`config.mk`:
```
export PLATFORM = sky130hd
export DESIGN_NAME = rdq_drain
export DESIGN_NICKNAME = d
export VERILOG_FILES = /design/src/rtl/rdq_pkg.sv /design/src/rtl/rdq_seq_bank.sv /design/src/rtl/rdq_drain.sv
export SDC_FILE = /design/constraint.sdc
export NUM_CORES = 1
export LEC_CHECK = 0
export CAP_MARGIN = 20
export CORE_AREA = 3 3 124 126
export CTS_CLUSTER_SIZE = 28
export DETAILED_ROUTE_END_ITERATION = 10
export DIE_AREA = 0 0 127 129
export PLACE_DENSITY = 0.71
export SLEW_MARGIN = 20
export SYNTH_ARGS = -nofsm -noshare
export SYNTH_HDL_FRONTEND = slang
export SYNTH_SLANG_ARGS = --single-unit
```
`constraint.sdc`:
```
create_clock -name clk -period 1.7 [get_ports clk]
set_input_delay 0.255 -clock clk [delete_from_list [all_inputs] [get_ports clk]]
set_output_delay 0.255 -clock clk [all_outputs]
set_load 0.05 [all_outputs]
```
`src/rtl/rdq_pkg.sv`:
```
`default_nettype none
// ============================================================================
// Module      : rdq_pkg
// Description : Shared FSM state encoding and header constants for rdq_drain.
// Revision    : 1.0 - initial release
// ============================================================================
package rdq_pkg;

    typedef enum logic [2:0] {
        ST_IDLE  = 3'd0,
        ST_HDR   = 3'd1,
        ST_CHECK = 3'd2,
        ST_FETCH = 3'd3,
        ST_LOAD  = 3'd4,
        ST_SEND  = 3'd5,
        ST_DONE  = 3'd6
    } rdq_state_e;

    localparam logic [7:0] RDQ_HDR_MARKER = 8'hA5;
    localparam int         RDQ_SEQ_WIDTH  = 8;

    // Top 24 bits of a header word: marker, app byte, sequence byte.
    function automatic logic [23:0] rdq_hdr_prefix(input logic [7:0] app_byte,
                                                   input logic [7:0] seq_byte);
        return {RDQ_HDR_MARKER, app_byte, seq_byte};
    endfunction

endpackage
`default_nettype wire

```
`src/rtl/rdq_seq_bank.sv`:
```
`default_nettype none
// ============================================================================
// Module      : rdq_seq_bank
// Description : Per-application 8-bit header sequence counters.
// Revision    : 1.0 - initial release
// ============================================================================
module rdq_seq_bank
    import rdq_pkg::*;
#(
    parameter int TOTAL_APPS   = 8,
    parameter int APP_ID_WIDTH = 3
) (
    input  logic                     clk,
    input  logic                     rst_n,
    input  logic                     inc,
    input  logic [APP_ID_WIDTH-1:0]  inc_app,
    input  logic [APP_ID_WIDTH-1:0]  rd_app,
    output logic [RDQ_SEQ_WIDTH-1:0] rd_seq
);

    logic [TOTAL_APPS-1:0][RDQ_SEQ_WIDTH-1:0] r_seq;

    always_ff @(posedge clk) begin
        if (!rst_n) begin
            r_seq <= '0;
        end else begin
            for (int i = 0; i < TOTAL_APPS; i++) begin
                if (inc && (inc_app == APP_ID_WIDTH'(i))) begin
                    r_seq[i] <= r_seq[i] + RDQ_SEQ_WIDTH'(1);
                end
            end
        end
    end

    assign rd_seq = r_seq[rd_app];

endmodule
`default_nettype wire

```
`src/rtl/rdq_drain.sv`:
```
`default_nettype none
// ============================================================================
// Module      : rdq_drain
// Description : Per-grant burst drain from per-app FIFOs onto a framed stream.
//               Optional header word per grant when RDQ_HEADER_EN is defined.
// Revision    : 1.0 - initial release
// ============================================================================
module rdq_drain
    import rdq_pkg::*;
#(
    parameter int TOTAL_APPS   = 8,
    parameter int APP_ID_WIDTH = 3,
    parameter int DATA_WIDTH   = 32,
    parameter int MAX_BURST    = 16
) (
    input  logic                             clk,
    input  logic                             rst_n,
    input  logic                             read_queue,
    input  logic [APP_ID_WIDTH-1:0]          app_id,
    output logic                             read_done,
    input  logic [TOTAL_APPS-1:0]            data_queue_empty,
    output logic [TOTAL_APPS-1:0]            data_queue_rd_en,
    input  logic [TOTAL_APPS*DATA_WIDTH-1:0] data_queue_dout,
    output logic                             out_valid,
    input  logic                             out_ready,
    output logic [DATA_WIDTH-1:0]            out_data,
    output logic                             out_last,
    output logic [APP_ID_WIDTH-1:0]          out_app_id
);

    localparam int                     c_cnt_width = $clog2(MAX_BURST + 1);
    localparam logic [c_cnt_width-1:0] c_last_cnt  = c_cnt_width'(MAX_BURST - 1);
    localparam logic [c_cnt_width-1:0] c_max_cnt   = c_cnt_width'(MAX_BURST);

    rdq_state_e                r_state;
    rdq_state_e                w_state_nxt;
    logic [c_cnt_width-1:0]    r_count;
    logic [APP_ID_WIDTH-1:0]   r_app;
    logic [DATA_WIDTH-1:0]     r_data;
    logic                      r_last;
    logic [TOTAL_APPS-1:0]     w_rd_en;
    logic                      w_sel_empty;
    logic [DATA_WIDTH-1:0]     w_sel_dout;
    logic                      w_fire;

    assign w_sel_empty = data_queue_empty[r_app];
    assign w_sel_dout  = data_queue_dout[int'(r_app)*DATA_WIDTH +: DATA_WIDTH];
    assign w_fire      = out_valid && out_ready;

`ifdef RDQ_HEADER_EN
    logic [RDQ_SEQ_WIDTH-1:0] w_seq_grant;
    logic                     w_seq_inc;
    logic [DATA_WIDTH-1:0]    w_hdr_word;

    assign w_seq_inc = (r_state == ST_HDR) && w_fire;

    rdq_seq_bank #(
        .TOTAL_APPS   (TOTAL_APPS),
        .APP_ID_WIDTH (APP_ID_WIDTH)
    ) u_seq_bank (
        .clk     (clk),
        .rst_n   (rst_n),
        .inc     (w_seq_inc),
        .inc_app (r_app),
        .rd_app  (app_id),
        .rd_seq  (w_seq_grant)
    );

    // Header is built from the incoming grant so it is already stable in HDR.
    always_comb begin
        w_hdr_word = '0;
        w_hdr_word[DATA_WIDTH-1 -: 24] = rdq_hdr_prefix(8'(app_id), w_seq_grant);
    end
`endif

    always_comb begin
        w_state_nxt = r_state;
        w_rd_en     = '0;
        case (r_state)
            ST_IDLE: begin
                if (read_queue) begin
`ifdef RDQ_HEADER_EN
                    w_state_nxt = ST_HDR;
`else
                    w_state_nxt = ST_CHECK;
`endif
                end
            end
`ifdef RDQ_HEADER_EN
            ST_HDR: begin
                if (out_ready) begin
                    w_state_nxt = r_last ? ST_DONE : ST_CHECK;
                end
            end
`endif
            ST_CHECK: begin
                w_state_nxt = w_sel_empty ? ST_DONE : ST_FETCH;
            end
            ST_FETCH: begin
                // Defensive: never pop an empty FIFO or beyond the burst cap.
                if (w_sel_empty || (r_count >= c_max_cnt)) begin
                    w_state_nxt = ST_DONE;
                end else begin
                    w_rd_en[r_app] = 1'b1;
                    w_state_nxt    = ST_LOAD;
                end
            end
            ST_LOAD: begin
                w_state_nxt = ST_SEND;
            end
            ST_SEND: begin
                if (out_ready) begin
                    w_state_nxt = r_last ? ST_DONE : ST_FETCH;
                end
            end
            ST_DONE: begin
                w_state_nxt = ST_IDLE;
            end
            default: begin
                w_state_nxt = ST_IDLE;
            end
        endcase
    end

    always_ff @(posedge clk) begin
        if (!rst_n) begin
            r_state <= ST_IDLE;
            r_count <= '0;
            r_app   <= '0;
            r_data  <= '0;
            r_last  <= 1'b0;
        end else begin
            r_state <= w_state_nxt;
            case (r_state)
                ST_IDLE: begin
                    if (read_queue) begin
                        r_app   <= app_id;
                        r_count <= '0;
`ifdef RDQ_HEADER_EN
                        r_data  <= w_hdr_word;
                        r_last  <= data_queue_empty[app_id];
`else
                        r_last  <= 1'b0;
`endif
                    end
                end
                ST_LOAD: begin
                    // Empty here already reflects the pop issued in FETCH.
                    r_data  <= w_sel_dout;
                    r_count <= r_count + c_cnt_width'(1);
                    r_last  <= (r_count == c_last_cnt) || w_sel_empty;
                end
                default: begin
                end
            endcase
        end
    end

`ifdef RDQ_HEADER_EN
    assign out_valid = (r_state == ST_SEND) || (r_state == ST_HDR);
`else
    assign out_valid = (r_state == ST_SEND);
`endif
    assign read_done        = (r_state == ST_DONE);
    assign data_queue_rd_en = w_rd_en;
    assign out_data         = r_data;
    assign out_last         = r_last;
    assign out_app_id       = r_app;

endmodule
`default_nettype wire
```
==> summary.txt, run 1 <==
Floorplanning
  • Core area: 0.0144 mm2
  • I/O Pins: roughly 320
  • Initial Utilization: between 20% and 30%
  • Chip Height: 129 um
  • Die area: 0.0164 mm2
  • Die W: around 130 um
  • Row count: 44

Finish
  • Area growth syn-to-layout: 113%
  • Most frequent cells in the layout: clkdlybuf4s50_1, buf_4, dfxtp_1
  • # diodes: 0
  • Commonest non-fill, non-tap cell in the layout: clkdlybuf4s50_1
  • Nets: 1055
  • Share of cells above drive strength 1: ~30%

Routing
  • Vias/cell: roughly 5.3
  • First-pass DRT Iterations: 4
  • Post-route ant nets: 0
  • Max layer used: met4
  • Met3 wire length: 1200 um
  • WL final: 19900 um
  • Vias: slightly above 5000
  • Initial DRC count: around 290
  • Routed len/inst: about 20 um
  • M1 WL: 8100 um
  • Met2 wire length: approximately 10000 um
  • Residual DRC count: 0

Critical path
  • R2r startpoint: out_app_id[2]
  • Crit Path Max Fanout: 9
  • R2r setup slk: -180 ps
  • Setup CP Type: flop to primary output
  • Data required time of the critical path: 1440 ps
  • CP Capture Type: primary output
  • Worst r2r dst: out_data[10]
  • Worst r2r path cells: 9
  • Arr. time, crit path: between 1500 and 2000 ps
  • Critical Path Start Type: flop

Global routing
  • First-pass GRT wire length: ~28000 um
  • All-Layer GR Usage: ~22%
  • Pin count of the biggest net entering global routing: 36
  • Gr ovfl total: 0
  • Antenna violations before repair: 0
  • Vias in the first global route: roughly 5000

Hold path
  • Hold_sp: r_count[3]
  • Hold EP: r_count[3]
  • Tightest Hold Check Type: flop to flop
  • Worst hold path cell count: 1

Status
  • Status: finished with violations
  • Failing checks: negative setup slack

Logic synthesis
  • Top FF cell, synth: dfxtp_1
  • Unique masters post-synth: 56
  • Post-Synth XOR/XNOR Area: 0%
  • Yosys warns: 0
  • Sequential area share after synthesis: ~22%
  • Syn nets: about 690
  • Top cells by area, synth: dfxtp_1, mux4_2, mux2i_1, o21ai_0, a21oi_1
  • Post-synth top area share: between 20% and 30%
  • Post-synth top area cell: dfxtp_1
  • Post-Synth Adder-Cell Area: less than 1%
  • EDFF count, synth: 0
  • Syn_area_per_cell: 9.74 um2
  • Compound-Gate Fraction of Synth Area: between 20% and 30%
  • Seq cells post-synth: 44
  • Mapped Cells: around 410
  • Asr flop ratio synth: 0%
  • Largest family of logic cells by synthesized area: multiplexers
  • Synth Cell Area: 0.00403 mm2
  • Post-synthesis mux area share: 32.6%
  • Post-synthesis simple-gate area fraction: around an eighth

Timing
  • Layout Skew: ~4.1 ps
  • Final Critical Period: 2170 ps
  • Slew headroom: 76.7%
  • Period utilization: 127%
  • Slew Limit Fails: 0
  • Final hold violation count: 0
  • Fmax: between 0.4 and 0.5 GHz
  • Worst-margin pin slew: around 340 ps
  • Setup violations, final: 34
  • Setup slack after layout: -466 ps
  • RSZ-0062 raised after global routing: true
  • Fin Hold WS: between 400 and 500 ps

Clocking
  • Worst-path clk slew: about 60 ps
  • CTS H-tree lvls: 2
  • CTS tree: built
  • Clock Sinks: between 40 and 50
  • CTS Buf Count: 5
  • Skew-Pair Late Insertion Delay: roughly 280 ps
  • Root buffer cell: clkbuf_16
  • Clock Path Buffers: 2

Place
  • Final HPWL DP: around 15000 um
  • Post-Place Worst Slack: -484 ps
  • IO Port Bufs: 316
  • Placer's final routability congestion estimate: ~0.9

Pwr
  • Lkg Pwr: roughly 0.0034 uW
  • Power Density: 600 mW/mm2
  • Overall power: approximately 5200 uW
  • Max rail drop VDD: around 0.0004 V

Flow run
  • Max-cap violation count: 0
==> worst max-delay path, cell delays in order, from the launching register on <==
cell,delay [ps]
dfxtp_4,390
and2b_1,190
a211o_1,330
a211oi_4,180
buf_6,160
and4_4,230
buf_8,140
==> power by group <==
group | switching, uW | internal [uW]
Sequential | 62.9 | 1120
Combinational | 1240 | 1630
Clock | 405 | 692
==> registers in the layout, indices dropped and copies added (netlist names) <==
name / flops
r_state: 3
out_app_id: 3
out_last: 1
r_count: 5
out_data: 32
==> per-layer routing <==
layer | track usage [%] | vias to the layer above
met5 | 0 | -
met4 | 5.36 | 0
met3 | 4.19 | 28
met2 | 37.8 | 224
met1 | 28.4 | 2474
li1 | - | 2367
==> stage by stage <==
step / instance area, um2 / util [%] / instances / TNS [ps]
after floorplan: 4070 / - / 414 / -1460
after global placement: 7560 / 52.4 / 917 / -7720
after detailed placement: 7560 / 52.4 / 917 / -8980
after CTS: 7930 / 55.0 / 930 / -6710
after global routing: 8580 / 59.5 / 967 / -8090
final: 8580 / 59.5 / 967 / -5350
==> area by class of cell <==
type	count	area, um2
Tap cell	184	230
Clock buffer	6	129
Multi-Input combinational cell	319	2970
Timing Repair Buffer	407	4310
Inverter	5	22.5
Fill cell	1214	5840
Clock inverter	2	35.0
Sequential cell	44	892
==> cells by family (layout without fill, tap and decap cells) <==
| kind of cell | Yosys count | count (layout) |
|---|---|---|
| mux | 88 | 88 |
| flops | 44 | 44 |
| simple gates | 78 | 78 |
| buf+inv | 51 | 420 |
| compound gates | 151 | 151 |
| fa+ha+maj | 2 | 2 |
==> worst max path at each step <==
stage / from / endpoint / slack, ps / depth (start not counted)
after floorplan: out_app_id[1] / data_queue_rd_en[3] / -210 / 5
after global placement: data_queue_empty[5] / data_queue_rd_en[7] / -450 / 7
after detailed placement: data_queue_empty[5] / data_queue_rd_en[7] / -480 / 7
after CTS: out_app_id[2] / data_queue_rd_en[7] / -490 / 6
after global routing: out_app_id[2] / data_queue_rd_en[2] / -530 / 6
final: out_app_id[2] / data_queue_rd_en[2] / -470 / 6
==> timing repair <==
action	in CTS	in global routing
gates cloned	3	5
hold buffers	0	0
hold endpoints to repair	0	0
setup buffers	2	33
pin swaps	1	15
gates resized for setup	25	70
setup endpoints to repair	40	41
==> Yosys cell counts (5+ instances only) <==
cell       n
buf_6      7
and4_1     7
mux2i_1   46
a22oi_1    7
a21oi_1   40
a31oi_1   11
a221o_1    5
buf_2     15
o211ai_1   5
clkbuf_1   6
nand2_1    6
mux4_2    33
a22o_1     7
o21ai_0   49
nor2_1    20
nand3b_1   7
nor2b_1    9
and3_1     6
buf_4     14
o21ai_1    5
dfxtp_1   44
a221oi_2   5
Power figures use the tool's default switching activity.
==> inputs of run 2 (changes only) <==
- RECOVER_POWER: not set -> 100
==> run 2 against run 1 <==
  * The run still ends with negative setup slack left
  * Sequential share of layout area is 0.15 points higher
  * Core utilization is 0.86 points lower
  * Total power is 1.4% lower
  * Global-route usage stayed put
  * Cell area is 1.4% lower
  * Via count is 0.22% lower
  * Wire length is 0.16% lower
  * Clock skew is 0.81 ps higher
  * Sequential power hardly changed
  * Critical path depth stayed put
  * Critical endpoint unchanged
  * Largest cell class unchanged
==> summary.txt, run 2 (synthesis gave the netlist of run 1 again) <==
Pwr
  • Cell internal pwr: 3390 uW (was 3450 uW)
  • Switching part of the total power: 33.4% (was 33.1%)
  • Power Density: 601 mW/mm2 (was 600 mW/mm2)
  • Reg power frac: 23.3% (was 23.0%)
  • Max rail drop VDD: 0.000407 V (was 0.000410 V)
  • Lkg Pwr: 0.00321 uW (was 0.00335 uW)
  • P_sw: 1700 uW (was 1710 uW)
  • Clock power share: 21.4% (was 21.3%)
  • Comb power frac: 55.3% (was 55.7%)

Critical path
  • R2r startpoint: out_app_id[2] (unchanged)
  • Arr. time, crit path: 1910 ps (about the same)
  • Data required time of the critical path: 1440 ps (about the same)
  • Critical Path Start Type: flop (unchanged)
  • CP Capture Type: primary output (unchanged)
  • Setup CP Type: flop to primary output (unchanged)
  • Worst path slowest cell: dfxtp_4 (unchanged)
  • Worst r2r path cells: 9 (unchanged)
  • Worst r2r dst: out_data[10] (unchanged)
  • Largest stage delay, worst path: 390 ps (about the same)
  • Crit Path Max Fanout: 9 (unchanged)
  • Cells along the critical path: and2b_1 > a211o_1 > a211oi_4 > buf_6 > and4_4 > buf_8 (unchanged)
  • R2r setup slk: -170 ps (was -180 ps)

Place
  • Placer's final routability congestion estimate: 0.888 (unchanged)
  • IO Port Bufs: 316 (unchanged)
  • Final HPWL DP: 15200 um (unchanged)
  • DP Area: 0.00756 mm2 (unchanged)

Finish
  • Area growth syn-to-layout: 110% (was 113%)
  • Share of cells above drive strength 1: 25.2% (was 29.4%)
  • Commonest non-fill, non-tap cell in the layout: clkdlybuf4s50_1 (unchanged)
  • Fill count: 1248 (was 1214)
  • Post-Layout Inst Area: 0.00846 mm2 (was 0.00858 mm2)
  • Most frequent cells in the layout: clkdlybuf4s50_1, buf_4, dfxtp_1 (unchanged)
  • Nets: 1055 (unchanged)
  • # diodes: 0 (unchanged)
  • Largest register FFs: 32 (unchanged)

Timing
  • RSZ-0062 raised after global routing: true (unchanged)
  • Period utilization: 127% (about the same)
  • Setup violations, final: 35 (was 34)
  • Final Critical Period: 2160 ps (was 2170 ps)
  • Worst-margin pin slew: 739 ps (was 339 ps)
  • Setup slack after layout: -465 ps (was -466 ps)
  • Layout Skew: 4.90 ps (was 4.09 ps)
  • Setup TNS: -5290 ps (was -5350 ps)
  • Slew Limit Fails: 0 (unchanged)
  • Fmax: 0.462 GHz (about the same)
  • Final hold violation count: 0 (unchanged)
  • Slew headroom: 50.9% (was 76.7%)

Global routing
  • Pin count of the biggest net entering global routing: 36 (unchanged)
  • Gr ovfl total: 0 (unchanged)
  • First-pass GRT wire length: 28300 um (unchanged)
  • Vias in the first global route: 5047 (unchanged)
  • All-Layer GR Usage: 21.9% (unchanged)
  • Antenna violations before repair: 0 (unchanged)

Clocking
  • Root buffer cell: clkbuf_16 (unchanged)
  • CTS tree: built (unchanged)
  • CTS Buf Count: 5 (unchanged)
  • CTS H-tree lvls: 2 (unchanged)
  • Worst-path clk slew: 60 ps (about the same)
  • Clock Sinks: 44 (unchanged)
  • Clock Path Buffers: 2 (unchanged)
  • Skew-Pair Late Insertion Delay: 280 ps (about the same)
  • CTS Hold Buffers Added: 0 (unchanged)

Hold path
  • Tightest Hold Check Type: flop to flop (unchanged)
  • Hold EP: r_count[3] (unchanged)
  • Worst hold path cell count: 1 (unchanged)
  • Hold_sp: r_count[3] (unchanged)

Status
  • Failing checks: negative setup slack (unchanged)
  • Status: finished with violations (unchanged)

Routing
  • First-pass DRT Iterations: 4 (unchanged)
  • WL final: 19800 um (was 19900 um)
  • Residual DRC count: 0 (unchanged)
  • Vias: 5082 (was 5093)
  • Initial DRC count: 303 (was 286)
  • Routed len/inst: 20.5 um (about the same)
  • Post-route ant nets: 0 (unchanged)
  • Vias/cell: 5.26 (was 5.27)

Floorplanning
  • Die area: 0.0164 mm2 (unchanged)
  • Core area: 0.0144 mm2 (unchanged)
  • Chip Height: 129 um (unchanged)
  • Die W: 127 um (unchanged)
  • Initial Utilization: 28.0% (unchanged)
  • Row count: 44 (unchanged)
  • I/O Pins: 317 (unchanged)

Flow run
  • Max-cap violation count: 0 (unchanged)
==> run 2: cell types whose count changed in the layout (fill, tap and decap cells not counted) <==
cell      previous run  this run
buf_4               85        52
clkbuf_1             1        34
==> run 2: how the worst max path moves through the flow <==
stage / from / end / slack, ps / cells past startpoint
floorplan: out_app_id[1] / data_queue_rd_en[3] / -210 / 5
global placement: data_queue_empty[5] / data_queue_rd_en[7] / -450 / 7
detailed placement: data_queue_empty[5] / data_queue_rd_en[7] / -480 / 7
CTS: out_app_id[2] / data_queue_rd_en[7] / -490 / 6
global route: out_app_id[2] / data_queue_rd_en[2] / -530 / 6
finish: out_app_id[2] / data_queue_rd_en[2] / -460 / 6
==> run 2: critical path: cells and delay by family (launching register included) <==
family | cells | cell delay, ps
compound gates | 2 | 510
simple gates | 2 | 420
flops | 1 | 390
buf+inv | 2 | 300
==> run 2: area by class of cell <==
class	count	area, um2	share of cell area, %
clock inverter	2	35.0	0.414
clock buffer	6	129	1.52
timing repair buffer	407	4180	49.4
inverter	5	22.5	0.266
tap	184	230	2.72
sequential	44	892	10.5
multi-input combinational	319	2970	35.1
==> run 2: power by group through the flow <==
stage | Sequential (uW) | Clock (uW) | Combinational, uW
detailed placement | 1200 | 0 | 2440
global placement | 1200 | 0 | 2400
global route | 1190 | 1180 | 2980
CTS | 1180 | 1130 | 2540
floorplan | 1460 | 0 | 1020
finish | 1180 | 1090 | 2810
==> run 2: routing by layer <==
metal	share of wire, %	global-route usage (%)
met4	1.6	5.36
met1	41	28.4
met2	51	37.8
met3	6.2	4.19
met5	0	0
==> run 2: stage by stage <==
| stage | hold slack (ps) | setup slack, ps | total power (uW) | utilization (%) | instances |
|---|---|---|---|---|---|
| floorplan | 393 | -214 | 2470 | - | 414 |
| global placement | 434 | -449 | 3600 | 52.4 | 917 |
| detailed placement | 440 | -484 | 3640 | 52.4 | 917 |
| CTS | 448 | -487 | 4860 | 55.0 | 930 |
| global route | 459 | -528 | 5350 | 58.7 | 967 |
| finish | 448 | -465 | 5080 | 58.7 | 967 |
==> run 2: what timing repair did <==
action	CTS	global route
resized for setup	25	70
setup endpoints to repair	40	41
setup buffers	2	33
pin swaps	1	15
endpoints found under the hold margin	0	0
gates cloned	3	5
